==> config.mk <==
export PLATFORM = sky130hd
export DESIGN_NAME = led_fade_pwm
export DESIGN_NICKNAME = d
export VERILOG_FILES = /design/src/rtl/led_fade_pwm.sv
export SDC_FILE = /design/constraint.sdc
export NUM_CORES = 1
export LEC_CHECK = 0
export CORE_MARGIN = 4
export CORE_UTILIZATION = 63
export DETAILED_ROUTE_END_ITERATION = 6
export PLACE_DENSITY = 0.88
export SLEW_MARGIN = 20
export SYNTH_ARGS = -nofsm -noshare
export SYNTH_HDL_FRONTEND = slang
export SYNTH_SLANG_ARGS = --single-unit
==> constraint.sdc <==
create_clock -name i_clk -period 4.14 [get_ports i_clk]
set_clock_uncertainty 0.05 [all_clocks]
set_input_delay 0.414 -clock i_clk [delete_from_list [all_inputs] [get_ports i_clk]]
set_output_delay 0.414 -clock i_clk [all_outputs]
set_load 0.03 [all_outputs]
==> src/rtl/led_fade_pwm.sv <==
// rtl/led_fade_pwm.sv - three-channel LED PWM driver with linear brightness fade
module led_fade_pwm #(
  parameter int p_pwm_bits   = 8,
  parameter int p_step_bits  = 16,
  parameter bit p_active_low = 1'b1
) (
  input  logic i_clk,
  input  logic i_rst_n,
  input  logic i_req_r,
  input  logic i_req_g,
  input  logic i_req_b,
  output logic o_led_r,
  output logic o_led_g,
  output logic o_led_b,
  output logic o_idle
);

  localparam logic [p_pwm_bits-1:0]  max_level = '1;
  localparam logic [p_pwm_bits-1:0]  pwm_one   = {{(p_pwm_bits-1){1'b0}}, 1'b1};
  localparam logic [p_step_bits-1:0] step_one  = {{(p_step_bits-1){1'b0}}, 1'b1};
  localparam logic [2:0]             led_off   = {3{p_active_low}};

  logic [2:0]             req_q;
  logic [p_step_bits-1:0] presc;
  logic                   tick;
  logic [p_pwm_bits-1:0]  pwm_cnt;
  logic                   period_end;
  logic [p_pwm_bits-1:0]  level  [3];
  logic [p_pwm_bits-1:0]  duty   [3];
  logic [p_pwm_bits-1:0]  target [3];
  logic [2:0]             on;
  logic [2:0]             at_target;
  logic [2:0]             led_q;
  logic                   idle_q;

  assign tick       = &presc;
  assign period_end = (pwm_cnt == max_level);

  // Per-channel target, compare and settled flags derived from current state.
  always_comb begin
    on        = '0;
    at_target = '0;
    for (int i = 0; i < 3; i++) begin
      target[i]    = req_q[i] ? max_level : '0;
      on[i]        = (duty[i] == max_level) | (pwm_cnt < duty[i]);
      at_target[i] = (level[i] == target[i]);
    end
  end

  // Register the requests once so targets are clean and aligned to i_clk.
  always_ff @(posedge i_clk or negedge i_rst_n) begin
    if (!i_rst_n) begin
      req_q <= '0;
    end else begin
      req_q <= {i_req_b, i_req_g, i_req_r};
    end
  end

  // Free-running prescaler and PWM period counter, both wrap naturally.
  always_ff @(posedge i_clk or negedge i_rst_n) begin
    if (!i_rst_n) begin
      presc   <= '0;
      pwm_cnt <= '0;
    end else begin
      presc   <= presc + step_one;
      pwm_cnt <= pwm_cnt + pwm_one;
    end
  end

  // Step each level one count toward its target on a prescaler tick; the
  // target is always 0 or max, so the level can never wrap.
  always_ff @(posedge i_clk or negedge i_rst_n) begin
    if (!i_rst_n) begin
      for (int i = 0; i < 3; i++) level[i] <= '0;
    end else if (tick) begin
      for (int i = 0; i < 3; i++) begin
        if (level[i] < target[i]) begin
          level[i] <= level[i] + pwm_one;
        end else if (level[i] > target[i]) begin
          level[i] <= level[i] - pwm_one;
        end
      end
    end
  end

  // Latch duty only at the period boundary so a period never changes mid-way;
  // on a coincident tick this captures the level before its update.
  always_ff @(posedge i_clk or negedge i_rst_n) begin
    if (!i_rst_n) begin
      for (int i = 0; i < 3; i++) duty[i] <= '0;
    end else if (period_end) begin
      for (int i = 0; i < 3; i++) duty[i] <= level[i];
    end
  end

  // Registered LED drive with polarity applied, plus the settled flag.
  always_ff @(posedge i_clk or negedge i_rst_n) begin
    if (!i_rst_n) begin
      led_q  <= led_off;
      idle_q <= 1'b1;
    end else begin
      led_q  <= on ^ led_off;
      idle_q <= &at_target;
    end
  end

  assign o_led_r = led_q[0];
  assign o_led_g = led_q[1];
  assign o_led_b = led_q[2];
  assign o_idle  = idle_q;

endmodule

==> key figures <==
Yosys
  • Top post-synthesis cells by area: dfrtp_1 38%, ha_1 17%, xnor2_1 4.6%
  • Seq cells post-synth: 79
  • Synth unique cells: 45
  • Synthesized area: between 4000 and 5000 µm²
  • Synth Warn #: 0
  • Primary FF master, synth: dfrtp_1
  • Syn avg cell area: about 10 µm²
  • Biggest area consumer among synthesized cells: dfrtp_1
  • Fraction of registers with async set/reset: 1.000
  • Post-synthesis sequential area ratio: 0.4038
  • Most common cell in the synthesized netlist: dfrtp_1
  • Post-synthesis cell count: ~480
  • Syn nets: roughly 560
  • Number of synthesized flops with an enable pin: 0
  • Top cell type's share of synthesized area: 0.3824
  • Top cells by count, synth: 75 x dfrtp_1, 66 x ha_1, 53 x nand2_1

Setup path
  • Worst path max stage delay: ~0.44 ns
  • Critical Path Sink Type: flop
  • Crit path DAT: roughly 3.5 ns
  • Worst R2R Path Depth: 13
  • Crit. Startpoint: req_q[2]
  • CP cell instances: inv_1, ha_1, a21oi_1, inv_1, o21ba_2, or2_2, fa_1, a21o_1, a21oi_1, o21bai_1, a21oi_1, xnor2_1, mux2_4
  • R2r setup slk: 0.81 ns
  • RR Startpoint: req_q[2]
  • Worst setup path class: reg2reg
  • Critical Path Source Type: flop
  • Crit path max-delay cell type: fa_1
  • Worst endpoint required time: approximately 4.3 ns
  • Worst setup path endpoint: level[6]
  • Cell family with most CP delay: compound AO/OA/AOI/OAI gates
  • Worst flop-to-flop path endpoint: level[6]
  • Crit path buf inv count: 2
  • Crit path depth: 13
  • Cell mode on critical path: a21oi_1
  • Worst-path maximum fanout: 8

Die
  • Die Ht: slightly below 100 µm
  • Die extent in x: 96.27 µm
  • Number of placement rows: 31
  • I/O Pins: 9
  • Die ar.: about 9300 µm²
  • Starting Density: 0.6626
  • Core Area: around 7400 µm²

Job
  • Number of max-cap violations: 0

Power and ir drop
  • Power per cell area: approximately 260 nW/µm²
  • Worst vdd ir: ~0.00026 V
  • P_int: 1.078 mW
  • Leakage: 2.610 nW
  • Combinational cell fraction of total power: 0.028
  • Sw Pwr: about 310 µW
  • Register share of total power: 0.558
  • Switching part of the total: 0.2219
  • Clock group share of total power: 0.413

Finish
  • Synth-to-Final Area Change: 7.724%
  • Antenna Cells: 0
  • FILL cells: 512
  • Area taken by multi-input logic gates: ~2700 µm²
  • Layout cell share with drive strength beyond 1: 0.1096
  • Post-layout nets: about 570
  • Final instance area: around 5300 µm²
  • Storage element area: 1982 µm²

Global routing
  • Antenna violations before repair: 0
  • Total track usage: 0.2366
  • Largest net degree at the start of global routing: 80
  • Global route overflow: 0
  • First-pass GRT wire length: between 15 and 20 mm
  • Number of global-route vias before repair: 3,704

Route
  • Initial DRC Count: around 190
  • Via count: 3,536
  • DRC: 0
  • DR pass1 iterations: 5
  • Via density per instance: 5.884
  • Wire per inst: 15.98 µm
  • Antenna viol nets, final: 0
  • Final wirelength: between 9 and 10 mm

Placed design
  • Place WS: slightly above 0.8 ns
  • Buffers on Ports: 8
  • Final HPWL DP: 7.215 mm
  • Placed Area: just over 5000 µm²
  • Gpl congestion: slightly above 0.8

Timing
  • Final WS setup: between 0.8 and 0.9 ns
  • RSZ-0062 raised after global routing: no
  • Slew @ Worst Pin: 1.037 ns
  • Hold Violations, Final: 0
  • Max-slew violation count: 0
  • Final Setup Violations: 0
  • Period minus WS final: roughly 3.3 ns
  • Setup TNS: 0 ns
  • Final worst-path cycle share: 0.8042
  • Max Clk Rate: 300.3 MHz
  • Max transition margin: 0.3087
  • Hold slack: ~0.16 ns

Run status
  • Outcome: finished clean

Clocking
  • TritonCTS Sinks: 79
  • Clk slew on worst S/H paths: 0.08 ns
  • # hold bufs at CTS: 0
  • Post-CTS Setup Inserts: 0
  • Total CTS buffers: 9
  • Deepest clock path buffer count: 2
  • TritonCTS clock tree: done
  • Clk_lat worst skew: around 0.35 ns
  • Post-CTS sizing: 0
  • CTS Root Cell: clkbuf_8
  • H-tree Lvls: 3

Worst hold path
  • Hold crit path type: in2async
[flip-flops by register name, summed over array words and instances (netlist names)]
name	flops
presc	16
req_q	3
led_q	3
duty	24
level	24
o_idle	1
pwm_cnt	8
[how the worst min path moves through the flow]
stage	from	to	slack, ns	depth (start not counted)
global route	i_rst_n	level[22]	0.23	1
global placement	presc[10]	presc[10]	0.42	1
CTS	i_rst_n	pwm_cnt[2]	0.20	1
finish	i_rst_n	level[22]	0.16	1
floorplan	i_rst_n	duty[0]	0.07	0
detailed placement	presc[10]	presc[10]	0.42	1
[metrics by stage]
stage | total power, mW | instances | utilization
2_1_floorplan | 0.8054 | 483 | -
3_3_place_gp | 0.8255 | 585 | 0.6869
3_5_place_dp | 0.8291 | 585 | 0.6869
4_1_cts | 1.393 | 601 | 0.7137
5_1_grt | 1.434 | 601 | 0.7137
6_report | 1.385 | 601 | 0.7137
[routing by layer]
| metal | vias up | part of all wire | GRT usage |
|---|---|---|---|
| met5 | - | 0 | 0 |
| met4 | 0 | 0.022 | 0.1066 |
| met3 | 25 | 0.036 | 0.05082 |
| met2 | 70 | 0.50 | 0.3945 |
| met1 | 1733 | 0.44 | 0.2935 |
| li1 | 1708 | - | - |
[cell usage in the layout (no fill, tap or decap), drive strengths merged, types with 4 or more instances in the layout]
cell,n
and4,4
nand2,55
nand2b,6
or3,4
a21o,9
o21bai,4
xor2,13
and3,6
nand3,9
clkdlybuf4s50,7
mux2,19
clkbuf,11
nand4,9
nor2,16
ha,66
o21ai,36
a21oi,33
o211ai,6
dfstp,4
dfrtp,75
inv,46
xnor2,26
[power groups by stage]
stage	registers, mW	logic, mW	clock network [mW]
global route	0.774	0.0462	0.614
CTS	0.773	0.0407	0.579
global placement	0.789	0.0370	0
floorplan	0.789	0.0167	0
finish	0.773	0.0395	0.572
detailed placement	0.789	0.0405	0
[logic make-up after synthesis]
family / count (synthesis) / synth area share
xor+xnor: 39 / 0.06959
buf+inv: 52 / 0.04104
fa+ha+maj: 69 / 0.1805
flops: 79 / 0.4038
mux: 20 / 0.05481
compound gates: 106 / 0.1297
simple gates: 118 / 0.1206
[layout make-up]
type                    instances  area share
well taps                      99     0.02343
inverters                      46     0.03266
multi-input cells             352      0.5154
clock inverters                 5     0.01089
clock buffers                  11     0.02674
flip-flops and latches         79      0.3748
repair buffers                  9     0.01609
Note: power is estimated with default switching activity, not from simulation.
